<file path="src/rtl/reset_seq_pkg.sv">
// Shared types and helpers for the top-of-tree reset sequencer.
package reset_seq_pkg;

    typedef enum logic [1:0] {
        RS_IDLE,
        RS_ASSERT,
        RS_RELEASE
    } rs_state_t;

    function automatic int rs_max(input int a, input int b);
        return (a > b) ? a : b;
    endfunction

endpackage

</file>
<file path="src/rtl/reset_sequencer.sv">
// Holds a set of active-low downstream resets low, then releases them one stage at a time.
// A full sequence runs after block reset and on every soft request.
module reset_sequencer
    import reset_seq_pkg::*;
#(
    parameter int NUM_STAGES    = 3,
    parameter int ASSERT_CYCLES = 16,
    parameter int STAGE_DELAY   = 8
) (
    input  logic                  clk,
    input  logic                  reset_n,
    input  logic                  req,
    input  logic                  hold,
    output logic [NUM_STAGES-1:0] stage_reset_n,
    output logic                  busy,
    output logic                  ack
);

    localparam int CNT_W = $clog2(rs_max(ASSERT_CYCLES, STAGE_DELAY)) + 1;
    localparam int IDX_W = (NUM_STAGES > 1) ? $clog2(NUM_STAGES) : 1;

    localparam logic [CNT_W-1:0]      ASSERT_LAST = CNT_W'(ASSERT_CYCLES - 1);
    localparam logic [CNT_W-1:0]      DELAY_LAST  = CNT_W'(STAGE_DELAY - 1);
    localparam logic [IDX_W-1:0]      IDX_LAST    = IDX_W'(NUM_STAGES - 1);
    localparam logic [NUM_STAGES-1:0] STAGE_ONE   = NUM_STAGES'(1);

    if (NUM_STAGES < 1) begin : g_bad_num_stages
        $error("reset_sequencer: NUM_STAGES must be >= 1");
    end
    if (ASSERT_CYCLES < 1) begin : g_bad_assert_cycles
        $error("reset_sequencer: ASSERT_CYCLES must be >= 1");
    end
    if (STAGE_DELAY < 1) begin : g_bad_stage_delay
        $error("reset_sequencer: STAGE_DELAY must be >= 1");
    end

    rs_state_t               state, state_nx;
    logic [CNT_W-1:0]        cnt, cnt_nx;
    logic [IDX_W-1:0]        idx, idx_nx;
    logic [NUM_STAGES-1:0]   stage_nx;
    logic                    busy_nx;
    logic                    ack_nx;

    always_ff @(posedge clk) begin
        if (!reset_n) begin
            state         <= RS_ASSERT;
            cnt           <= '0;
            idx           <= '0;
            stage_reset_n <= '0;
            busy          <= 1'b1;
            ack           <= 1'b0;
        end else begin
            state         <= state_nx;
            cnt           <= cnt_nx;
            idx           <= idx_nx;
            stage_reset_n <= stage_nx;
            busy          <= busy_nx;
            ack           <= ack_nx;
        end
    end

    // One counter serves both the assert window and the per-stage spacing.
    always_comb begin
        state_nx = state;
        cnt_nx   = cnt;
        idx_nx   = idx;
        stage_nx = stage_reset_n;
        busy_nx  = busy;
        ack_nx   = 1'b0;

        unique case (state)
            RS_IDLE: begin
                stage_nx = '1;
                busy_nx  = 1'b0;
                if (req) begin
                    state_nx = RS_ASSERT;
                    cnt_nx   = '0;
                    stage_nx = '0;
                    busy_nx  = 1'b1;
                end
            end

            RS_ASSERT: begin
                stage_nx = '0;
                busy_nx  = 1'b1;
                if (req) begin
                    cnt_nx = '0;
                end else if (cnt == ASSERT_LAST) begin
                    if (!hold) begin
                        state_nx = RS_RELEASE;
                        cnt_nx   = '0;
                        idx_nx   = '0;
                    end
                end else begin
                    cnt_nx = cnt + 1'b1;
                end
            end

            RS_RELEASE: begin
                busy_nx = 1'b1;
                if (req) begin
                    state_nx = RS_ASSERT;
                    cnt_nx   = '0;
                    stage_nx = '0;
                end else if (cnt == DELAY_LAST) begin
                    stage_nx = stage_reset_n | (STAGE_ONE << idx);
                    cnt_nx   = '0;
                    if (idx == IDX_LAST) begin
                        state_nx = RS_IDLE;
                        busy_nx  = 1'b0;
                        ack_nx   = 1'b1;
                    end else begin
                        idx_nx = idx + 1'b1;
                    end
                end else begin
                    cnt_nx = cnt + 1'b1;
                end
            end

            default: begin
                state_nx = RS_ASSERT;
                cnt_nx   = '0;
                idx_nx   = '0;
                stage_nx = '0;
                busy_nx  = 1'b1;
            end
        endcase
    end

endmodule
</file>
<file path="config.mk">
export PLATFORM = sky130hd
export DESIGN_NAME = reset_sequencer
export DESIGN_NICKNAME = d
export VERILOG_FILES = /design/src/rtl/reset_seq_pkg.sv /design/src/rtl/reset_sequencer.sv
export SDC_FILE = /design/constraint.sdc
export NUM_CORES = 1
export LEC_CHECK = 0
export ABC_CLOCK_PERIOD_IN_PS = 2250
export BUFFER_PORTS_ARGS = -buffer_cell sky130_fd_sc_hd__buf_2
export CAP_MARGIN = 15
export CORE_MARGIN = 5
export CORE_UTILIZATION = 56
export DETAILED_ROUTE_END_ITERATION = 8
export GPL_ROUTABILITY_DRIVEN = 0
export PLACE_DENSITY = 0.76
export SLEW_MARGIN = 20
export SYNTH_ARGS = -nofsm -noshare
export SYNTH_HDL_FRONTEND = slang
export SYNTH_SLANG_ARGS = --single-unit
</file>
<file path="constraint.sdc">
create_clock -name clk -period 2.25 [get_ports clk]
set_input_delay 0.3375 -clock clk [delete_from_list [all_inputs] [get_ports clk]]
set_output_delay 0.3375 -clock clk [all_outputs]
set_load 0.01 [all_outputs]
</file>
* Word level (Yosys, flattened, before mapping)
Index checks and enable logic that the tools add are counted. W data, S select, Z words.
Word-level totals: bits of input ports 4, flip-flop bits (word level) 14, word-level logic and storage cells 66, output and inout bits 5
Cells by class: reduce and logical (&&, ||, !) cells 5, add/sub/neg operators 2, shift-type cells 1, mux-type cells 32, equal/unequal tests 15, bitwise gates (word level) 5
Operators with widths (count):
- $mux W5 | 6
- $mux W2 | 13
- $pmux W5 S3 | 1
- $ne A2 B2 Y1 const B | 7
- $pmux W2 S3 | 2
- $mux W3 | 3
- $reduce_and A7 Y1 | 1
- $ne A3 B3 Y1 const B | 2
- $pmux W3 S2 | 1
- $reduce_and A6 Y1 | 1
- $add A5 B1 Y5 const B | 1
- $eq A5 B3 Y1 const B | 1
- $eq A5 B4 Y1 const B | 1
- $mux W1 | 5
- $eq A2 B2 Y1 const B | 2
- $ne A4 B4 Y1 const B | 1
- $not A1 Y1 | 4
- $reduce_or A4 Y1 | 1
- $or A3 B3 Y3 | 1
- $shl A1 B2 Y3 const A | 1
- $add A2 B1 Y2 const B | 1
- $eq A2 B1 Y1 const B | 1
- $logic_not A2 Y1 | 1
- $pmux W1 S2 | 1
- $reduce_and A2 Y1 | 1

* Depth between registers and ports, before layout
Gate-level depths: netlist of run 1.
depth in word-level cells 5, depth in mapped cells 9

* Worst setup path after synthesis of run 1
OpenSTA, ideal clock, no wires.
path type flip-flop to flip-flop, start point register cnt[0], end point register state[0], data arrival time 1.811 ns, data required time 2.127 ns, setup time 0.123 ns, path slack 0.315 ns, cell stages (with the launch flop) 9, period minus slack after synthesis 1.935 ns, path buffers 0, cells stage by stage dfxtp_1 -> ha_1 -> nand3_1 -> inv_1 -> ha_1 -> inv_1 -> o31a_1 -> a211oi_4 -> mux2_1
On the way: word-level cells in the longest chain between the ends 3, elaborated cells between the ends (all ways) 5
RTL lines:
- from (decl) | line reset_sequencer.sv:38 | logic [CNT_W-1:0] cnt, cnt_nx;
- from (signal assigned) | line reset_sequencer.sv:54 | cnt <= cnt_nx;
- $eq A5 B3 Y1 or $eq A5 B4 Y1 (tied branches) | line reset_sequencer.sv:105, reset_sequencer.sv:88
- $ne A3 B3 Y1 (no source line) or $ne A2 B2 Y1 (tied branches)
- $reduce_and A6 Y1 (no source line) *
- to (signal assigned) | line reset_sequencer.sv:53 | state <= state_nx;
- to (decl) | line reset_sequencer.sv:37 | rs_state_t state, state_nx;
Mark *: on every way between the ends. The rest lies on a longest branch, timed or not. A chain may end at the register's enable or synchronous reset.

* Worst setup path after layout of run 1
Ends and elaborated chain as after synthesis.

==> impl_metrics.csv, run 1 <==
group,metric,value,unit
outcome,outcome,"finished, final reports clean",
yosys,ys_async_sr_fraction,0,
route,drtIter0Drc,14,
critical_path,critical_path_arrival,2.26,ns
critical_path,cp.required,2.42,ns
power_and_ir_drop,pint,0.0003780,W
cts,htree_levels,1,
cts,worst_setup_hold_path_clk_slew,0.09,ns
cts,cts.hold.buffers_added,0,
sta,final_period_minus_worst_setup_slack,2.096,ns
finish,final_core_util,0.6345,
critical_path,regToRegEndpoint,"state[0]",
sta,max_freq,477.1,MHz
finish,fill_cells,144,
min_path,min-delay-path-class,"flip-flop to flip-flop",
power_and_ir_drop,part_of_the_total_power_dissipated_in_combinational_logic,0.126,
grt,grt_max_degree,18,
yosys,synthFlopType,"sky130_fd_sc_hd__dfxtp_1",
placement,placedInstanceArea,908.4,sq um
cts,cts_buffer_depth,2,
floorplanning,core_region_area,0.001489,sq mm
yosys,synth_nets,116,
cts,cts_buffers,3,
critical_path,critical_path.startpoint_type,"flip-flop",
placement,dp_hpwl,1263,um
cts,post_cts_buffers,0,
route,route.detailed.drc,0,
finish,post_route_cells_drive_above_1_share,0.1622,
grt,number_of_antenna_violations_at_the_first_check_in_global_routing,0,
finish,fin_nets,125,
finish,antenna_cells,0,
floorplanning,initial_utilization,0.5807,
yosys,yosysUniqueCellTypes,31,
sta,whs,0.4472,ns
sta,finalCritPeriodShare,0.9316,
route,wl_per_cell,12.74,um
cts,cts_repair_resize_count,0,
finish,area_delta_synth_final,9.262,%
power_and_ir_drop,clockPowerShare,0.358,
grt,via_count_of_the_first_global_routing_pass,717,
yosys,post-synth-top-area-fraction,0.3242,
grt,grt_usage,0.1448,
placement,place.port_buffers,8,
yosys,synthCells,103,
cts,insertion_delay_of_the_later_clocked_pin_in_the_worst_skew_pair,0.27,ns
cts,cts_tree,"built",
critical_path,crit_path_max_fo,5,
route,finalWirelength,1618,um
floorplanning,dieHeight,49.29,um
power_and_ir_drop,netSwitchingPower,0.0001180,W
cts,cts_root_buf,"sky130_fd_sc_hd__clkbuf_4",
critical_path,timing.critical_path.slowest_cell_delay,0.37,ns
power_and_ir_drop,power.sequential.fraction,0.516,
power_and_ir_drop,swShare,0.2379,
finish,post-route-cell-area,944.7,sq um
critical_path,number_of_cells_on_the_worst_reg_to_reg_path,8,
yosys,syn-mean-instance-area,8.394,sq um
grt,first_pass_grt_wire_length,2856,um
cts,cts_sinks,14,
sta,timing_worst_slew_pin_value,0.3387,ns
yosys,synth-warning-count,0,
floorplanning,die_width,49.29,um
yosys,synth_area_leader_cell,"sky130_fd_sc_hd__dfxtp_1",
floorplanning,rows,14,
placement,place_worst_setup_slack,0.1786,ns
route,drt.antenna.violating_nets,0,
yosys,synth.yosys.seq_area_share,0.3242,
floorplanning,pin_count,9,
floorplanning,total_die_area,0.002430,sq mm
yosys,synth_area_leaders,"sky130_fd_sc_hd__dfxtp_1, sky130_fd_sc_hd__ha_1, sky130_fd_sc_hd__nand3_1",
flow_run,max_cap_viol_count,0,
yosys,synth-edff-count,0,
critical_path,timing.critical_path.to_type,"flip-flop",
yosys,mappedNetlistArea,864.6,sq um
sta,fin_setup_tns,0,ns
critical_path,timing.critical_path.slowest_stage_cell,"sky130_fd_sc_hd__dfxtp_1",
critical_path,critPathLaunch,"cnt[0]",
sta,setup_repair_after_global_routing_missed_its_margin,"false",
critical_path,crit_chain,"ha_1 > nand3_1 > inv_1 > ha_1 > inv_1 > o31a_1 > a211oi_4 > mux2_1",
sta,finalSetupViolCount,0,
critical_path,r2r-start,"cnt[0]",
power_and_ir_drop,leakage_power_total,0.3680,nW
grt,grt-ovfl-total,0,
critical_path,reg2reg_setup_slack,0.15,ns
yosys,total_of_flip_flops_plus_latches_after_synthesis,14,
min_path,worst_hold_endpoint,"stage_reset_n[1]",
route,detailroute.via_count,715,
min_path,hold_path.startpoint,"stage_reset_n[1]",
sta,hold_viol_final,0,
route,post_drt_via_cell_ratio,5.630,
critical_path,criticalPathCategory,"flip-flop to flip-flop",
route,drt_pass1_iterations,4,
power_and_ir_drop,power_density,525.1,mW/mm^2
min_path,worst_hold_path.num_cells,2,
sta,max_slew_margin,0.7737,
sta,maxSlewViolCount,0,
power_and_ir_drop,worst_ir_drop_vdd,0.0002724,V
sta,finClkSkew,0.004945,ns
sta,postLayoutSetupSlackWorst,0.1539,ns
## critical path: cells and delay by family, from the launching register on
family,cells,cell delay [ns]
buf+inv,2,0.13
simple gates,1,0.12
mux,1,0.35
fa+ha+maj,2,0.44
flops,1,0.37
compound gates,2,0.58
## layout by cell type (no fill, tap or decap), types with 2 or more instances in the layout
cell type and n:
sky130_fd_sc_hd__a21boi_0 3, sky130_fd_sc_hd__mux2i_1 3, sky130_fd_sc_hd__o21ai_0 6, sky130_fd_sc_hd__nand4_1 2
sky130_fd_sc_hd__nand3b_1 2, sky130_fd_sc_hd__a31oi_1 2, sky130_fd_sc_hd__clkbuf_4 3, sky130_fd_sc_hd__nand2b_1 2
sky130_fd_sc_hd__inv_1 11, sky130_fd_sc_hd__buf_2 8, sky130_fd_sc_hd__nor2_1 3, sky130_fd_sc_hd__nand2_1 11
sky130_fd_sc_hd__a21oi_1 5, sky130_fd_sc_hd__nor2b_1 3, sky130_fd_sc_hd__nand3_1 9, sky130_fd_sc_hd__ha_1 9
sky130_fd_sc_hd__dfxtp_1 14
## cell families (layout without fill, tap and decap cells)
family | Yosys count | count (layout) | synth area share
flip-flops | 14 | 14 | 0.3242
buffers and inverters | 15 | 23 | 0.06656
AO/OA/AOI/OAI | 21 | 21 | 0.1664
AND/OR/NAND/NOR | 40 | 40 | 0.2648
multiplexers | 4 | 4 | 0.04776
adder cells (fa/ha/maj) | 9 | 9 | 0.1302
## registers in the layout (all words and copies together) (netlist names)
signal and count:
cnt 5, stage_reset_n 3, idx 2, state 2
ack 1, busy 1
## metal layers
layer  vias up  share of wire  global-route usage
li1        372              -                   -
met1       335           0.43              0.1508
met2         8           0.53              0.2833
met3         0          0.034             0.02752
met4         0              0             0.04036
met5         -              0                   0
## through the flow
step | total power (W) | cells
final | 0.0004961 | 127
after global routing | 0.0005185 | 127
after CTS | 0.0005000 | 127
after detailed placement | 0.0003235 | 123
after global placement | 0.0003227 | 123
after floorplan | 0.0003112 | 103
## final cells by class
class	instances	area (sq um)	share of cell area
Inverter	11	41.29	0.04371
Clock buffer	4	36.28	0.03841
Tap cell	16	20.02	0.02119
Multi-Input combinational cell	74	526.8	0.5576
Timing Repair Buffer	8	40.04	0.04238
Sequential cell	14	280.3	0.2967
## cells in the mapped netlist (2+ instances only)
cell type and instances:
sky130_fd_sc_hd__dfxtp_1 14, sky130_fd_sc_hd__inv_1 11, sky130_fd_sc_hd__nand2_1 11, sky130_fd_sc_hd__ha_1 9, sky130_fd_sc_hd__nand3_1 9, sky130_fd_sc_hd__o21ai_0 6
sky130_fd_sc_hd__a21oi_1 5, sky130_fd_sc_hd__a21boi_0 3, sky130_fd_sc_hd__clkbuf_1 3, sky130_fd_sc_hd__mux2i_1 3, sky130_fd_sc_hd__nor2_1 3, sky130_fd_sc_hd__nor2b_1 3
sky130_fd_sc_hd__a31oi_1 2, sky130_fd_sc_hd__nand2b_1 2, sky130_fd_sc_hd__nand3b_1 2, sky130_fd_sc_hd__nand4_1 2
## how the worst max path moves through the flow
stage / end / slack [ns] / depth (start not counted)
floorplan: state[0] / 0.32 / 8
global placement: state[0] / 0.25 / 8
detailed placement: state[0] / 0.18 / 8
CTS: state[0] / 0.16 / 8
global route: state[0] / 0.05 / 8
finish: state[0] / 0.15 / 8
## power by group through the flow
stage / logic [W] / clock network (W) / registers [W]
finish: 0.0000626 / 0.000177 / 0.000256
global route: 0.0000701 / 0.000192 / 0.000257
CTS: 0.0000627 / 0.000181 / 0.000256
detailed placement: 0.0000617 / 0 / 0.000262
global placement: 0.0000610 / 0 / 0.000262
floorplan: 0.0000499 / 0 / 0.000261
(Power assumes the default switching activity.)
==> run 2, diff against run 1 <==
--- a/config.mk
+++ b/config.mk
@@ -9,10 +9,11 @@
 export BUFFER_PORTS_ARGS = -buffer_cell sky130_fd_sc_hd__buf_2
 export CAP_MARGIN = 15
 export CORE_MARGIN = 5
-export CORE_UTILIZATION = 56
+export CORE_UTILIZATION = 59
+export CTS_BUF_LIST = sky130_fd_sc_hd__clkbuf_4
 export DETAILED_ROUTE_END_ITERATION = 8
 export GPL_ROUTABILITY_DRIVEN = 0
-export PLACE_DENSITY = 0.76
+export PLACE_DENSITY = 0.8
 export SLEW_MARGIN = 20
 export SYNTH_ARGS = -nofsm -noshare
 export SYNTH_HDL_FRONTEND = slang
==> run 2 against run 1 <==
Net effect:
- sequential share of layout area up 0.36 points
- final area down 1.2%
- final cell count down 0.79%
- combinational power about the same
- sequential power about the same
- clock power down 18%
- critical path type unchanged
- count of clock-buffer cells in the layout down 1
- power down 6.5%
- clock skew down 0.0033 ns
- global-route usage up 2.2 points
==> impl_metrics.csv, run 2 (synthesized netlist as in run 1, its figures left out) <==
group,metric,value,unit
power_and_ir_drop,power,0.0004640,W
finish,fill_cells,120,
cts,cts_root_buf,"sky130_fd_sc_hd__clkbuf_4",
cts,cts_tree,"built",
sta,max_freq,481.6,MHz
route,drt.antenna.violating_nets,0,
finish,biggestRegsByFlops,"cnt x5, stage_reset_n x3",
sta,setup_repair_after_global_routing_missed_its_margin,"false",
power_and_ir_drop,leakage_power_total,0.3624,nW
finish,largest_reg_flops,5,
floorplanning,initial_utilization,0.6404,
floorplanning,dieHeight,48.28,um
grt,grt_max_degree,18,
power_and_ir_drop,power_density,497.1,mW/mm^2
route,finalWirelength,1643,um
cts,cts_buffer_depth,2,
finish,fin_nets,125,
power_and_ir_drop,swShare,0.2588,
critical_path,crit_path_max_fo,5,
floorplanning,die_width,48.28,um
floorplanning,rows,13,
cts,insertion_delay_of_the_later_clocked_pin_in_the_worst_skew_pair,0.27,ns
finish,finish.cell_count_without_fillers,126,
power_and_ir_drop,power.sequential.fraction,0.552,
grt,first_pass_grt_wire_length,2766,um
placement,place.port_buffers,8,
cts,cts_repair_resize_count,0,
sta,maxSlewViolCount,0,
floorplanning,total_die_area,0.002331,sq mm
cts,post_cts_buffers,0,
route,route.detailed.drc,0,
sta,finClkSkew,0.001613,ns
grt,grt-ovfl-total,0,
route,post_drt_via_cell_ratio,5.802,
route,drtIter0Drc,14,
sta,timing_worst_slew_pin_value,0.3531,ns
finish,register_area,280.3,sq um
cts,cts.hold.buffers_added,0,
finish,largest_register,"cnt",
route,wl_per_cell,13.04,um
critical_path,number_of_cells_on_the_worst_reg_to_reg_path,8,
finish,post_route_cells_drive_above_1_share,0.1532,
power_and_ir_drop,worst_ir_drop_vdd,0.0002759,V
finish,final_cell_mix,"sky130_fd_sc_hd__dfxtp_1, sky130_fd_sc_hd__inv_1, sky130_fd_sc_hd__nand2_1",
critical_path,criticalPathCategory,"flip-flop to flip-flop",
sta,finalSetupViolCount,0,
power_and_ir_drop,pint,0.0003439,W
finish,final_common_cell,"sky130_fd_sc_hd__dfxtp_1",
sta,fin_setup_tns,0,ns
power_and_ir_drop,netSwitchingPower,0.0001201,W
flow_run,max_cap_viol_count,0,
finish,antenna_cells,0,
sta,hold_viol_final,0,
sta,max_slew_margin,0.7641,
power_and_ir_drop,clockPowerShare,0.313,
critical_path,cp.required,2.41,ns
sta,whs,0.4447,ns
cts,cts_sinks,14,
outcome,outcome,"finished, final reports clean",
power_and_ir_drop,part_of_the_total_power_dissipated_in_combinational_logic,0.135,
cts,cts_buffers,3,
min_path,min-delay-path-class,"flip-flop to flip-flop",
placement,numPlacedInstances,122,
finish,area_delta_synth_final,7.959,%
floorplanning,core_region_area,0.001350,sq mm
min_path,worst_hold_path.num_cells,2,
sta,finalCritPeriodShare,0.9229,
critical_path,critical_path.startpoint_type,"flip-flop",
placement,dp_hpwl,1283,um
grt,via_count_of_the_first_global_routing_pass,687,
cts,htree_levels,1,
finish,multi_input_comb_area,526.8,sq um
route,drt_pass1_iterations,4,
grt,number_of_antenna_violations_at_the_first_check_in_global_routing,0,
grt,grt_usage,0.1672,
critical_path,critical_path_arrival,2.24,ns
route,detailroute.via_count,731,
floorplanning,pin_count,9,
sta,final_period_minus_worst_setup_slack,2.076,ns
critical_path,timing.critical_path.to_type,"flip-flop",
cts,worst_setup_hold_path_clk_slew,0.09,ns
## run 2: final cells by class
type | instances | share of cell area
Multi-Input combinational cell | 74 | 0.5643
Timing Repair Buffer | 8 | 0.04290
Inverter | 11 | 0.04424
Sequential cell | 14 | 0.3003
Clock buffer | 3 | 0.02413
Tap cell | 15 | 0.02011
Clock inverter | 1 | 0.004021
## run 2: final timing paths
check                                         to  slack (ns)              from
worst max-delay path                    state[0]        0.17            cnt[0]
worst min-delay path            stage_reset_n[1]        0.44  stage_reset_n[1]
worst max register to register          state[0]        0.17            cnt[0]
worst min register to register  stage_reset_n[1]        0.44  stage_reset_n[1]
## run 2: critical path, stage by stage, from the launching register on
cell and delay, ns:
sky130_fd_sc_hd__dfxtp_1 0.38, sky130_fd_sc_hd__ha_1 0.24, sky130_fd_sc_hd__nand3_1 0.12, sky130_fd_sc_hd__inv_1 0.07, sky130_fd_sc_hd__ha_1 0.19, sky130_fd_sc_hd__inv_1 0.05
sky130_fd_sc_hd__o31a_1 0.32, sky130_fd_sc_hd__a211oi_4 0.26, sky130_fd_sc_hd__mux2_1 0.34
## run 2: power groups by stage
stage / Sequential, W / Clock (W) / Combinational, W
after detailed placement: 0.000262 / 0 / 0.0000622
after floorplan: 0.000261 / 0 / 0.0000499
final: 0.000256 / 0.000145 / 0.0000627
after global placement: 0.000262 / 0 / 0.0000604
after global routing: 0.000257 / 0.000159 / 0.0000695
after CTS: 0.000256 / 0.000149 / 0.0000625
## run 2: per-layer routing
layer	up-vias	GRT usage	wire [um]
li1	372	-	-
met1	341	0.1898	716
met2	14	0.2813	819
met3	4	0.03321	71
met4	0	0.1075	35
met5	-	0	0
## run 2: metrics by stage
step                setup WS (ns)  utilization  cell area [sq um]
floorplan                  0.3153            -              864.6
global placement           0.2466       0.6719              907.1
detailed placement         0.1837       0.6719              907.1
CTS                        0.1750       0.6914              933.4
global route              0.03467       0.6914              933.4
finish                     0.1736       0.6914              933.4
==> run 3, diff against run 2 <==
--- a/config.mk
+++ b/config.mk
@@ -5,15 +5,16 @@
 export SDC_FILE = /design/constraint.sdc
 export NUM_CORES = 1
 export LEC_CHECK = 0
+export ABC_AREA = 1
 export ABC_CLOCK_PERIOD_IN_PS = 2250
 export BUFFER_PORTS_ARGS = -buffer_cell sky130_fd_sc_hd__buf_2
 export CAP_MARGIN = 15
 export CORE_MARGIN = 5
-export CORE_UTILIZATION = 59
+export CORE_UTILIZATION = 60
 export CTS_BUF_LIST = sky130_fd_sc_hd__clkbuf_4
 export DETAILED_ROUTE_END_ITERATION = 8
 export GPL_ROUTABILITY_DRIVEN = 0
-export PLACE_DENSITY = 0.8
+export PLACE_DENSITY = 0.81
 export SLEW_MARGIN = 20
 export SYNTH_ARGS = -nofsm -noshare
 export SYNTH_HDL_FRONTEND = slang
==> run 3 against run 2 <==
Net effect:
- first-iteration DRC count grew 7.1%
- final cell count up 29%
- combinational power increased to 7.4 times the previous value
- critical endpoint is now cnt[1]
==> impl_metrics.csv, run 3 <==
group,metric,value,unit
yosys,mappedNetlistArea,932.1,sq um
sta,finalSetupViolCount,0,
power_and_ir_drop,power.sequential.fraction,0.341,
grt,grt-ovfl-total,0,
placement,dp_hpwl,1466,um
critical_path,timing.critical_path.slowest_cell_delay,0.36,ns
power_and_ir_drop,swShare,0.4278,
critical_path,critical_path_arrival,1.82,ns
yosys,synth-edff-count,0,
finish,fill_cells,140,
sta,fin_setup_tns,0,ns
placement,place.port_buffers,8,
cts,cts.hold.buffers_added,0,
critical_path,timing.critical_path.slowest_stage_cell,"sky130_fd_sc_hd__dfxtp_1",
critical_path,r2r-start,"cnt[0]",
floorplanning,initial_utilization,0.6261,
placement,placedInstanceArea,979.7,sq um
route,top_signal_layer_used,"met4",
sta,finClkSkew,0.005595,ns
route,length_of_routed_met3_wiring,80,um
yosys,yosysUniqueCellTypes,24,
cts,htree_levels,1,
sta,whs,0.3405,ns
yosys,syn-mean-instance-area,6.854,sq um
critical_path,critPathLaunch,"cnt[0]",
cts,cts_buffer_depth,2,
route,route.detailed.drc,0,
route,drtIter0Drc,15,
sta,timing_worst_slew_pin_value,0.3511,ns
floorplanning,core_region_area,0.001489,sq mm
route,wl_per_cell,10.94,um
route,drt.antenna.violating_nets,0,
critical_path,number_of_cells_on_the_worst_reg_to_reg_path,12,
cts,cts_repair_resize_count,0,
yosys,synth_area_leaders,"sky130_fd_sc_hd__dfxtp_1, sky130_fd_sc_hd__ha_1, sky130_fd_sc_hd__nand2_1",
critical_path,worst_path_most_repeated_cell,"sky130_fd_sc_hd__nor2_1",
finish,fin_nets,160,
min_path,min-delay-path-class,"primary input to flip-flop",
critical_path,critical_path.startpoint_type,"flip-flop",
sta,max_slew_margin,0.7638,
finish,antenna_cells,0,
cts,insertion_delay_of_the_later_clocked_pin_in_the_worst_skew_pair,0.28,ns
floorplanning,die_width,49.42,um
outcome,outcome,"finished, final reports clean",
finish,post-route-cell-area,0.001006,sq mm
route,drt_pass1_iterations,4,
critical_path,criticalPathCategory,"flip-flop to flip-flop",
cts,worst_setup_hold_path_clk_slew,0.08,ns
route,detail_route.wirelength.met1,833,um
yosys,synthFlopType,"sky130_fd_sc_hd__dfxtp_1",
floorplanning,total_die_area,0.002442,sq mm
finish,area_delta_synth_final,7.919,%
cts,cts_root_buf,"sky130_fd_sc_hd__clkbuf_4",
min_path,hold_path.startpoint,"reset_n",
flow_run,max_cap_viol_count,0,
finish,largest_reg_flops,5,
yosys,synth_nets,149,
power_and_ir_drop,leakage_power_total,0.4859,nW
finish,final_common_cell,"sky130_fd_sc_hd__nand2_1",
route,finalWirelength,1773,um
grt,via_count_of_the_first_global_routing_pass,781,
sta,final_period_minus_worst_setup_slack,1.595,ns
power_and_ir_drop,power_density,921.6,mW/mm^2
yosys,count_leader_synth,"sky130_fd_sc_hd__nand2_1",
yosys,total_of_flip_flops_plus_latches_after_synthesis,14,
grt,first_pass_grt_wire_length,3160,um
power_and_ir_drop,part_of_the_total_power_dissipated_in_combinational_logic,0.502,
cts,cts_buffers,3,
finish,biggestRegsByFlops,"cnt x5, stage_reset_n x3",
yosys,ys_async_sr_fraction,0,
route,met2_wire_length,827,um
floorplanning,pin_count,9,
critical_path,cp.required,2.48,ns
critical_path,cpLargestDelayFamily,"simple AND/OR/NAND/NOR gates",
yosys,most_frequent_cells_after_synthesis,"sky130_fd_sc_hd__nand2_1, sky130_fd_sc_hd__inv_1, sky130_fd_sc_hd__nor2_1, sky130_fd_sc_hd__dfxtp_1",
power_and_ir_drop,clockPowerShare,0.157,
finish,final_cell_mix,"sky130_fd_sc_hd__nand2_1, sky130_fd_sc_hd__inv_1, sky130_fd_sc_hd__nor2_1",
grt,grt_max_degree,10,
cts,cts_sinks,14,
floorplanning,dieHeight,49.42,um
sta,finalCritPeriodShare,0.7089,
min_path,worst_hold_path.num_cells,2,
yosys,post-synth-top-area-fraction,0.3007,
floorplanning,rows,14,
route,post_drt_via_cell_ratio,5.198,
sta,maxSlewViolCount,0,
yosys,synth_area_leader_cell,"sky130_fd_sc_hd__dfxtp_1",
critical_path,cp_num_cells,12,
critical_path,crit_chain,"ha_1 > nand2_1 > nor2_1 > ha_1 > nand2_1 > inv_1 > nand2_2 > nand2_4 > inv_2 > nor2_1 > nor2_1 > nor2_1",
finish,largest_register,"cnt",
yosys,synthCells,136,
sta,hold_viol_final,0,
critical_path,timing.critical_path.to_type,"flip-flop",
finish,finish.cell_count_without_fillers,162,
power_and_ir_drop,pint,0.0005304,W
power_and_ir_drop,netSwitchingPower,0.0003966,W
finish,post_route_cells_drive_above_1_share,0.1986,
cts,cts_tree,"built",
critical_path,crit_path_max_fo,6,
placement,numPlacedInstances,158,
power_and_ir_drop,worst_ir_drop_vdd,0.0008354,V
yosys,synth-warning-count,0,
sta,max_freq,627.0,MHz
yosys,synth.yosys.seq_area_share,0.3007,
grt,grt_usage,0.1615,
cts,post_cts_buffers,0,
critical_path,crit_buf_inv,2,
route,detailroute.via_count,842,
grt,number_of_antenna_violations_at_the_first_check_in_global_routing,0,
sta,setup_repair_after_global_routing_missed_its_margin,"false",
==> run 3: final cells by class <==
| type | count | area (sq um) | share of cell area |
|---|---|---|---|
| Clock buffer | 3 | 22.52 | 0.02239 |
| Sequential cell | 14 | 280.3 | 0.2786 |
| Timing Repair Buffer | 8 | 40.04 | 0.03980 |
| Multi-Input combinational cell | 93 | 538.0 | 0.5348 |
| Tap cell | 16 | 20.02 | 0.01990 |
| Inverter | 27 | 101.3 | 0.1007 |
| Clock inverter | 1 | 3.754 | 0.003731 |
==> run 3: kinds of logic after synthesis <==
group,after synthesis,share of synthesized area
and+or+nand+nor,64,0.3262
buffers and inverters,29,0.1221
AOI/OAI and AO/OA,20,0.1302
DFF,14,0.3007
adders and majority gates,9,0.1208
==> run 3: worst paths after layout <==
kind / endpoint / slack [ns]
setup reg to reg: cnt[1] / 0.66
setup / recovery: cnt[1] / 0.66
hold / removal: state[0] / 0.34
hold reg to reg: stage_reset_n[0] / 0.45
==> run 3: power by group through the flow <==
stage          Sequential [W]  Clock, W  Combinational (W)
6_report             0.000316  0.000146           0.000465
2_1_floorplan        0.000323         0           0.000374
3_5_place_dp         0.000323         0           0.000465
3_3_place_gp         0.000320         0           0.000447
5_1_grt              0.000323  0.000166           0.000528
4_1_cts              0.000317  0.000151           0.000466
==> run 3: per-stage QoR <==
step	power, W	util	setup WS [ns]
final	0.0009271	0.6756	0.6550
after global placement	0.0007667	0.6580	0.7080
after CTS	0.0009338	0.6756	0.6449
after floorplan	0.0006974	-	0.7942
after global routing	0.001017	0.6756	0.4807
after detailed placement	0.0007874	0.6580	0.6718
==> run 3: per-layer routing <==
layer  global-route usage  vias up
met2               0.2661       18
met3              0.03976        5
met5                    0        -
li1                     -      447
met1               0.1978      372
met4              0.06550        0
